`config.mk`:
```
export PLATFORM = sky130hd
export DESIGN_NAME = pll_reset_sequencer_flat
export DESIGN_NICKNAME = d
export VERILOG_FILES = /design/src/rtl/pll_reset_sequencer_if.sv /design/src/rtl/pll_reset_sequencer.sv /design/src/flat_wrapper.sv
export SDC_FILE = /design/constraint.sdc
export NUM_CORES = 1
export LEC_CHECK = 0
export CAP_MARGIN = 20
export CORE_MARGIN = 3
export CORE_UTILIZATION = 50
export CTS_CLUSTER_DIAMETER = 80
export DETAILED_ROUTE_END_ITERATION = 8
export GPL_TIMING_DRIVEN = 0
export MAX_ROUTING_LAYER = met4
export PLACE_DENSITY = 0.75
export RECOVER_POWER = 100
export SYNTH_ARGS = -nofsm -noshare
export SYNTH_HDL_FRONTEND = slang
export SYNTH_SLANG_ARGS = --single-unit
```
`constraint.sdc`:
```
create_clock -name clk -period 2.6 [get_ports clk]
set_clock_uncertainty 0.2 [all_clocks]
set_input_delay 0.26 -clock clk [delete_from_list [all_inputs] [get_ports clk]]
set_output_delay 0.26 -clock clk [all_outputs]
set_load 0.02 [all_outputs]
```
`src/rtl/pll_reset_sequencer_if.sv`:
```
// Control/status bundle between the PLL reset sequencer and the PLL/BUFGCE/consumer side.
// Latency: none, signal grouping only.
// Backpressure: none; all signals are level or single-cycle pulses.
interface pll_reset_sequencer_if #(
  parameter int RELOCK_W = 8
);
  logic                pll_locked;
  logic                restart;
  logic                pll_rst;
  logic                clk_en;
  logic                out_rst_n;
  logic                ready;
  logic                fault;
  logic [2:0]          state;
  logic [RELOCK_W-1:0] relock_count;

  modport master (
    input  pll_locked, restart,
    output pll_rst, clk_en, out_rst_n, ready, fault, state, relock_count
  );

  modport slave (
    output pll_locked, restart,
    input  pll_rst, clk_en, out_rst_n, ready, fault, state, relock_count
  );
endinterface

```
`src/rtl/pll_reset_sequencer.sv`:
```
// Sequences PLL reset, lock wait, stabilisation and BUFGCE enable; retries, then parks in FAULT.
// Latency: locked_s first high -> clk_en at +STABLE_CYCLES+1, out_rst_n one cycle after clk_en.
// Backpressure: none; restart is honoured on any cycle and overrides every other transition.
module pll_reset_sequencer #(
  parameter int RST_CYCLES    = 16,
  parameter int LOCK_TIMEOUT  = 4096,
  parameter int STABLE_CYCLES = 256,
  parameter int MAX_RETRIES   = 3,
  parameter int CNT_W         = 16,
  parameter int RELOCK_W      = 8
) (
  input  logic                   clk,
  input  logic                   rst_n,
  pll_reset_sequencer_if.master  bus
);

  localparam int RETRY_W = $clog2(MAX_RETRIES + 1);

  localparam logic [CNT_W-1:0]   RST_LAST    = CNT_W'(RST_CYCLES - 1);
  localparam logic [CNT_W-1:0]   LOCK_LAST   = CNT_W'(LOCK_TIMEOUT - 1);
  localparam logic [CNT_W-1:0]   STABLE_LAST = CNT_W'(STABLE_CYCLES - 1);
  localparam logic [RETRY_W-1:0] RETRY_MAX   = RETRY_W'(MAX_RETRIES);
  localparam logic [RETRY_W-1:0] RETRY_ONE   = RETRY_W'(1);
  localparam logic [CNT_W-1:0]   CNT_ONE     = CNT_W'(1);
  localparam logic [RELOCK_W-1:0] RELOCK_ONE = RELOCK_W'(1);

  typedef enum logic [2:0] {
    RESET_PLL = 3'd0,
    WAIT_LOCK = 3'd1,
    STABILIZE = 3'd2,
    RUN       = 3'd3,
    FAULT     = 3'd4
  } state_t;

  logic                locked_q1;
  logic                locked_s;

  state_t              state_q,   state_d;
  logic [CNT_W-1:0]    cnt_q,     cnt_d;
  logic [RETRY_W-1:0]  retries_q, retries_d;
  logic [RELOCK_W-1:0] relock_q,  relock_d;

  logic                pll_rst_q;
  logic                clk_en_q;
  logic                out_rst_n_q;
  logic                ready_q;
  logic                fault_q;

  // Two-flop synchroniser bringing the asynchronous LOCKED into the reference domain.
  always_ff @(posedge clk or negedge rst_n) begin
    if (!rst_n) begin
      locked_q1 <= 1'b0;
      locked_s  <= 1'b0;
    end else begin
      locked_q1 <= bus.pll_locked;
      locked_s  <= locked_q1;
    end
  end

  // Sequencer state, shared cycle counter, retry and lock-loss bookkeeping.
  always_ff @(posedge clk or negedge rst_n) begin
    if (!rst_n) begin
      state_q   <= RESET_PLL;
      cnt_q     <= '0;
      retries_q <= '0;
      relock_q  <= '0;
    end else begin
      state_q   <= state_d;
      cnt_q     <= cnt_d;
      retries_q <= retries_d;
      relock_q  <= relock_d;
    end
  end

  // Next-state logic; every transition clears cnt so it never wraps.
  always_comb begin
    state_d   = state_q;
    cnt_d     = cnt_q + CNT_ONE;
    retries_d = retries_q;
    relock_d  = relock_q;

    case (state_q)
      RESET_PLL: begin
        if (cnt_q == RST_LAST) begin
          state_d = WAIT_LOCK;
          cnt_d   = '0;
        end
      end
      WAIT_LOCK: begin
        // A lock seen on the timeout cycle still wins.
        if (locked_s) begin
          state_d = STABILIZE;
          cnt_d   = '0;
        end else if (cnt_q == LOCK_LAST) begin
          retries_d = retries_q + RETRY_ONE;
          cnt_d     = '0;
          state_d   = ((retries_q + RETRY_ONE) == RETRY_MAX) ? FAULT : RESET_PLL;
        end
      end
      STABILIZE: begin
        if (!locked_s) begin
          state_d = WAIT_LOCK;
          cnt_d   = '0;
        end else if (cnt_q == STABLE_LAST) begin
          state_d   = RUN;
          cnt_d     = '0;
          retries_d = '0;
        end
      end
      RUN: begin
        cnt_d = '0;
        if (!locked_s) begin
          state_d = RESET_PLL;
          if (relock_q != {RELOCK_W{1'b1}}) begin
            relock_d = relock_q + RELOCK_ONE;
          end
        end
      end
      FAULT: begin
        cnt_d = '0;
      end
      default: begin
        state_d = RESET_PLL;
        cnt_d   = '0;
      end
    endcase

    // Restart abandons whatever is in progress but keeps the lock-loss history.
    if (bus.restart) begin
      state_d   = RESET_PLL;
      cnt_d     = '0;
      retries_d = '0;
    end
  end

  // Registered outputs decoded from the next state so they change on the same edge as state.
  always_ff @(posedge clk or negedge rst_n) begin
    if (!rst_n) begin
      pll_rst_q   <= 1'b1;
      clk_en_q    <= 1'b0;
      out_rst_n_q <= 1'b0;
      ready_q     <= 1'b0;
      fault_q     <= 1'b0;
    end else begin
      pll_rst_q   <= (state_d == RESET_PLL);
      clk_en_q    <= (state_d == RUN);
      // Release one cycle after the clock is enabled, assert together with the gate closing.
      out_rst_n_q <= (state_d == RUN) & clk_en_q;
      ready_q     <= (state_d == RUN);
      fault_q     <= (state_d == FAULT);
    end
  end

  assign bus.pll_rst      = pll_rst_q;
  assign bus.clk_en       = clk_en_q;
  assign bus.out_rst_n    = out_rst_n_q;
  assign bus.ready        = ready_q;
  assign bus.fault        = fault_q;
  assign bus.state        = state_q;
  assign bus.relock_count = relock_q;

endmodule

```
`src/flat_wrapper.sv`:
```
// flat-port wrapper written by rule: the top's interface ports become plain ports
module pll_reset_sequencer_flat 
#(
  parameter int RST_CYCLES    = 16,
  parameter int LOCK_TIMEOUT  = 4096,
  parameter int STABLE_CYCLES = 256,
  parameter int MAX_RETRIES   = 3,
  parameter int CNT_W         = 16,
  parameter int RELOCK_W      = 8
)
  (clk, rst_n, bus_pll_locked, bus_restart, bus_pll_rst, bus_clk_en, bus_out_rst_n, bus_ready, bus_fault, bus_state, bus_relock_count);
  pll_reset_sequencer_if #(.RELOCK_W(RELOCK_W)) bus_i ();
  input  logic clk;
  input  logic rst_n;
  input wire logic [$bits(bus_i.pll_locked)-1:0] bus_pll_locked;
  input wire logic [$bits(bus_i.restart)-1:0] bus_restart;
  output wire logic [$bits(bus_i.pll_rst)-1:0] bus_pll_rst;
  output wire logic [$bits(bus_i.clk_en)-1:0] bus_clk_en;
  output wire logic [$bits(bus_i.out_rst_n)-1:0] bus_out_rst_n;
  output wire logic [$bits(bus_i.ready)-1:0] bus_ready;
  output wire logic [$bits(bus_i.fault)-1:0] bus_fault;
  output wire logic [$bits(bus_i.state)-1:0] bus_state;
  output wire logic [$bits(bus_i.relock_count)-1:0] bus_relock_count;
  assign bus_i.pll_locked = bus_pll_locked;
  assign bus_i.restart = bus_restart;
  assign bus_pll_rst = bus_i.pll_rst;
  assign bus_clk_en = bus_i.clk_en;
  assign bus_out_rst_n = bus_i.out_rst_n;
  assign bus_ready = bus_i.ready;
  assign bus_fault = bus_i.fault;
  assign bus_state = bus_i.state;
  assign bus_relock_count = bus_i.relock_count;
  pll_reset_sequencer #(.RST_CYCLES(RST_CYCLES), .LOCK_TIMEOUT(LOCK_TIMEOUT), .STABLE_CYCLES(STABLE_CYCLES), .MAX_RETRIES(MAX_RETRIES), .CNT_W(CNT_W), .RELOCK_W(RELOCK_W)) u_core (.clk(clk), .rst_n(rst_n), .bus(bus_i));
endmodule
```
Word-level counts from Yosys, hierarchy flattened
Cells that the tools add are included.
{"block": "op_classes", "mul": 0, "n_bitwise": 2, "shift": 0, "n_reduce_logical": 5, "muxes": 22, "addsub": 3, "order_cmp": 0, "div": 0, "n_eq_ne": 15}
{"cell": "two-way mux 16 bit", "n": 6}
{"cell": "one-hot mux 16 bit (3 select lines)", "n": 1}
{"cell": "two-way mux 3 bit", "n": 8}
{"cell": "adder 16 x 1 -> 16 bit (second input constant)", "n": 1}
{"cell": "== test 16 x 12 -> 1 bit (second input constant)", "n": 1}
{"cell": "== test 16 x 4 -> 1 bit (second input constant)", "n": 1}
{"cell": "== test 16 x 8 -> 1 bit (second input constant)", "n": 1}
{"cell": "one-hot mux 3 bit (5 select lines)", "n": 1}
{"cell": "two-way mux 2 bit", "n": 5}
{"cell": "== test 3 x 2 -> 1 bit (second input constant)", "n": 3}
{"cell": "inequality test 3 x 2 -> 1 bit (second input constant)", "n": 3}
{"cell": "adder 8 x 1 -> 8 bit (second input constant)", "n": 1}
{"cell": "inequality test 8 bit (second input constant)", "n": 1}
{"cell": "== test 3 bit (second input constant)", "n": 2}
{"cell": "zero test 3 bit", "n": 2}
{"cell": "AND reduction 5 bit", "n": 1}
{"cell": "one-hot mux 2 bit (2 select lines)", "n": 1}
{"cell": "== test 3 x 1 -> 1 bit (second input constant)", "n": 1}
{"cell": "inequality test 3 bit (second input constant)", "n": 1}
{"cell": "AND reduction 3 bit", "n": 1}
{"cell": "nonzero test 3 bit", "n": 1}
{"cell": "adder 2 x 1 -> 2 bit (second input constant)", "n": 1}
{"cell": "== test 2 bit (second input constant)", "n": 1}
{"cell": "bitwise AND 1 bit", "n": 1}
{"cell": "inverter 1 bit", "n": 1}
{"block": "totals", "latchBits": 0, "reg_bits": 35, "input_bits": 4, "out_inout_bits": 16, "memories": 0, "ramBits": 0, "mem_bits_ro": 0, "elab_cells": 57}

Depth between registers and ports, before layout
{"block": "depth", "ltp_word": 9, "mapped_depth": 8, "depth_no_buf": 6}

Worst setup path after synthesis
OpenSTA, ideal clock, no wires.
{"block": "synth_path", "path_kind": "flip-flop to flip-flop", "startpoint": "reg u_core.cnt_q[0]", "endpoint": "reg u_core.cnt_q[12]", "arrival_time_ns": 1.742, "stages_incl_launch_ff": 9, "synth_period_minus_slack_ns": 2.061, "required_ns": 2.281, "path_slack_ns": 0.539, "cell_sequence": "dfrtp_1 > ha_1 > and3_1 > buf_4 > and4_4 > nor2b_2 > o311ai_4 > buf_6 > nor2_2"}
{"block": "synth_between", "elab_chain_cells": 5, "word_cells_on_any_way": 11, "cone_classes": "add/sub (1); eq/ne (3); mux (7)"}
{"item": "start: declaration", "line": "pll_reset_sequencer.sv:39", "source": "logic [CNT_W-1:0] cnt_q, cnt_d;"}
{"item": "start signal: assignment", "line": "pll_reset_sequencer.sv:69", "source": "cnt_q <= cnt_d;"}
{"item": "adder 16 x 1 -> 16 bit, or another cell as far along", "line": "pll_reset_sequencer.sv:78", "source": "cnt_d = cnt_q + CNT_ONE;"}
{"item": "two-way mux 16 bit (on tied branches)", "line": "pll_reset_sequencer.sv:104, pll_reset_sequencer.sv:94"}
{"item": "two-way mux 16 bit (on tied branches)", "line": "pll_reset_sequencer.sv:101, pll_reset_sequencer.sv:91"}
{"item": "one-hot mux 16 bit (3 select lines) *", "line": "pll_reset_sequencer.sv:82", "source": "case (state_q)"}
{"item": "two-way mux 16 bit *", "line": "pll_reset_sequencer.sv:129", "source": "if (bus.restart) begin"}
{"item": "net u_core.cnt_d[12]", "line": "pll_reset_sequencer.sv:39"}
Mark *: on every way through the listed nets, which the timed path passes. The rest lies on a longest branch.
A chain may end at the register's enable or synchronous reset.

Worst setup path in the final report
{"block": "layout_path", "startpoint": "reg u_core.cnt_q[0]", "endpoint": "reg u_core.cnt_q[13]"}
Same word-level chain as after synthesis.

==> reports/summary.txt <==
# setup viols final - 0
hold_ws - 0.161 ns
Fillers - 288
CP endpoint kind - flip-flop
root buffer cell - clkbuf_4
leading cell type in the layout, fill and taps excluded - dfrtp_1
Seq/Total Area, Yosys - 50.6%
Yosys warnings - 0
DR WL/cell - 13.2 um
Synthesized Nets - 170
gr usage total - 17.6%
final wirelength - 3110 um
DRC Markers - 0
I/O pin cnt - 20
number of diodes - 0
reg2reg path depth - 8
Rel. slew slack - 50.4%
initial antenna violation count - 0
count of cell types in the netlist - 38
slowest stage cell, crit path - o311ai_4
Worst Hold Class - reg -> reg
I/O Buffers - 19
Slew Limit Fails - 0
final core utilization - 63.2%
die area - 4210 um2
H-tree depth reported by CTS - 2
global-route wire length before repair - 5600 um
status - finished, final reports clean
R2R Path End - u_core.cnt_q[13]$_DFF_PN0_
Via Count - 1,280
Critical Path RT - 2.63 ns
Layout Nets - 197
Buf/Inv on CP - 2
Post-CTS Repair Setup Buffers - 0
# resized after CTS - 0
FF-to-FF Start - u_core.cnt_q[0]$_DFF_PN0_
critical path class - reg -> reg
RD Place Congestion - 0.830
initial drt markers - 111
Tmin final - 2.29 ns
final period utilization - 88.2%
Cells after Synth - 163
cts bufs inserted - 5
peak supply drop - 293 uV
Critical Path AT - 2.32 ns
hold path depth - 0
critical-path maximum fanout - 10
Rows - 20
most frequent cells in the layout - 34 x dfrtp_1, 29 x nor2_1, 18 x dlygate4sd3_1, 13 x nand2_1, 12 x xor2_1
Worst-Skew Late Latency - 0.34 ns
CTS Buffer Depth - 2
Hold EP - u_core.locked_s$_DFF_PN0_
DIE WIDTH - 64.9 um
layout cell share with drive strength beyond 1 - 10.5%
Vias/cell - 5.45
Post-Syn Area - 1730 um2
Critical Path Max Stage Delay - 0.46 ns
RSZ-0062 raised after global routing - no
CP top delay family - simple AND/OR/NAND/NOR gates
hold path startpoint - u_core.locked_q1$_DFF_PN0_
Pwr Density - 432 nW/um2
Non-Filler Instances - 235
Synth Register Bits - 35
Die Height - 64.9 um
clk slew on worst S/H paths - 0.10 ns
Clock Sinks - 35
GRT overflow - 0
largest net degree at the start of global routing - 36
R2R setup slack - 0.31 ns
Avg Inst Size Synth - 10.6 um2
antenna viol nets, final - 0
final hold violations - 0
nature of the critical path startpoint - flip-flop
CTS tree - yes
Detailed Place HPWL - 2250 um
worst-margin pin slew - 0.744 ns
total negative slack - 0 ns
crit-path cells - ha_1, and3_1, buf_4, and4_1, nor2b_1, o311ai_4, buf_6, nor2_1
placed cell count - 226
Initial Util - 54.6%
Fmax - 436 MHz
max_cap viols - 0
area delta synth->final - 15.8%
total power - 0.867 mW
Pleak - 0.941 nW
First-pass DRT Iterations - 5
core area - 3180 um2
number of global-route vias before repair - 1,282
==> cell usage after synthesis (all sizes together) <==
library cell,number,area [um2]
dfstp,1,26.3
mux2i,2,20.0
ha,3,37.5
a41oi,1,8.76
nor2,31,141
mux2,1,11.3
inv,5,18.8
xor2,12,105
dfrtp,34,851
nand3b,1,7.51
o311ai,1,26.3
nor4,3,40.0
nor3,5,25.0
nand3,8,40.0
buf,5,38.8
o2bb2a,1,10.0
or3,1,6.26
and3,2,12.5
nand2b,1,6.26
nor4b,1,8.76
or2,1,6.26
and4,5,46.3
nand4bb,1,11.3
nand2,13,48.8
xnor2,9,78.8
a31oi,1,6.26
o31a,1,10.0
nor2b,2,15.0
nand4,8,50.1
a21oi,1,5.00
nor3b,2,15.0
==> registers in the layout (all words and copies together), names as in the netlist, 2 cells and up <==
register,flops
u_core.cnt_q,16
u_core.bus.relock_count,8
u_core.bus.state,3
u_core.retries_q,2
==> final cells by class <==
| cell class | count | area, um2 | share of cell area (%) |
|---|---|---|---|
| flip-flops and latches | 35 | 877 | 43.7 |
| well taps | 44 | 55.1 | 2.74 |
| clock buffers | 7 | 45.0 | 2.24 |
| repair buffers | 20 | 195 | 9.72 |
| clock inverters | 1 | 5.00 | 0.249 |
| multi-input cells | 118 | 774 | 38.6 |
| plain buffers | 5 | 37.5 | 1.87 |
| inverters | 5 | 18.8 | 0.935 |
==> layer usage <==
metal	track usage (%)	up-vias	part of all wire [%]
li1	-	612	-
met1	20.1	625	42
met2	29.8	36	50
met3	4.85	7	6.7
met4	6.33	0	1.5
met5	-	-	0
==> worst register-to-register path, stage by stage (launching register included) <==
cell	delay, ns
dfrtp_1	0.40
ha_1	0.22
and3_1	0.17
buf_4	0.14
and4_1	0.22
nor2b_1	0.11
o311ai_4	0.46
buf_6	0.22
nor2_1	0.06
==> per-stage QoR <==
step | area (um2) | setup WS [ns]
floorplan | 1730 | 0.539
global placement | 1980 | 0.319
detailed placement | 1970 | 0.284
CTS | 2030 | 0.270
global route | 2010 | 0.129
finish | 2010 | 0.306
==> logic make-up (layout without fill, tap and decap cells) <==
logic type | after synthesis | after routing | synth area share [%]
compound gates | 6 | 6 | 3.82
xor+xnor | 21 | 21 | 10.6
fa+ha+maj | 3 | 3 | 2.16
buf+inv | 10 | 38 | 3.32
flops | 35 | 35 | 50.6
mux | 3 | 3 | 1.80
simple gates | 85 | 85 | 27.7
==> power breakdown <==
group          total (mW)  leakage [nW]  switching, mW  internal (mW)
Sequential          0.554         0.479        0.00492          0.549
Combinational      0.0325         0.434         0.0213         0.0112
Clock               0.281        0.0293          0.175          0.105
Total               0.867         0.941          0.202          0.666
==> how the worst max path moves through the flow <==
| stage | start | slack, ns | depth (start not counted) | to |
|---|---|---|---|---|
| finish | u_core.cnt_q[0]$_DFF_PN0_ | 0.31 | 8 | u_core.cnt_q[13]$_DFF_PN0_ |
| global route | u_core.cnt_q[0]$_DFF_PN0_ | 0.13 | 8 | u_core.cnt_q[13]$_DFF_PN0_ |
| CTS | u_core.cnt_q[0]$_DFF_PN0_ | 0.27 | 8 | u_core.cnt_q[9]$_DFF_PN0_ |
| detailed placement | u_core.cnt_q[0]$_DFF_PN0_ | 0.28 | 8 | u_core.cnt_q[9]$_DFF_PN0_ |
| global placement | u_core.cnt_q[0]$_DFF_PN0_ | 0.32 | 8 | u_core.cnt_q[7]$_DFF_PN0_ |
| floorplan | u_core.cnt_q[0]$_DFF_PN0_ | 0.54 | 8 | u_core.cnt_q[12]$_DFF_PN0_ |
==> what timing repair did <==
action                                  CTS  global route
hold buffers                              1             0
endpoints found under the setup margin    0             0
hold endpoints to repair                 34             0
Power figures use the tool's default switching activity.
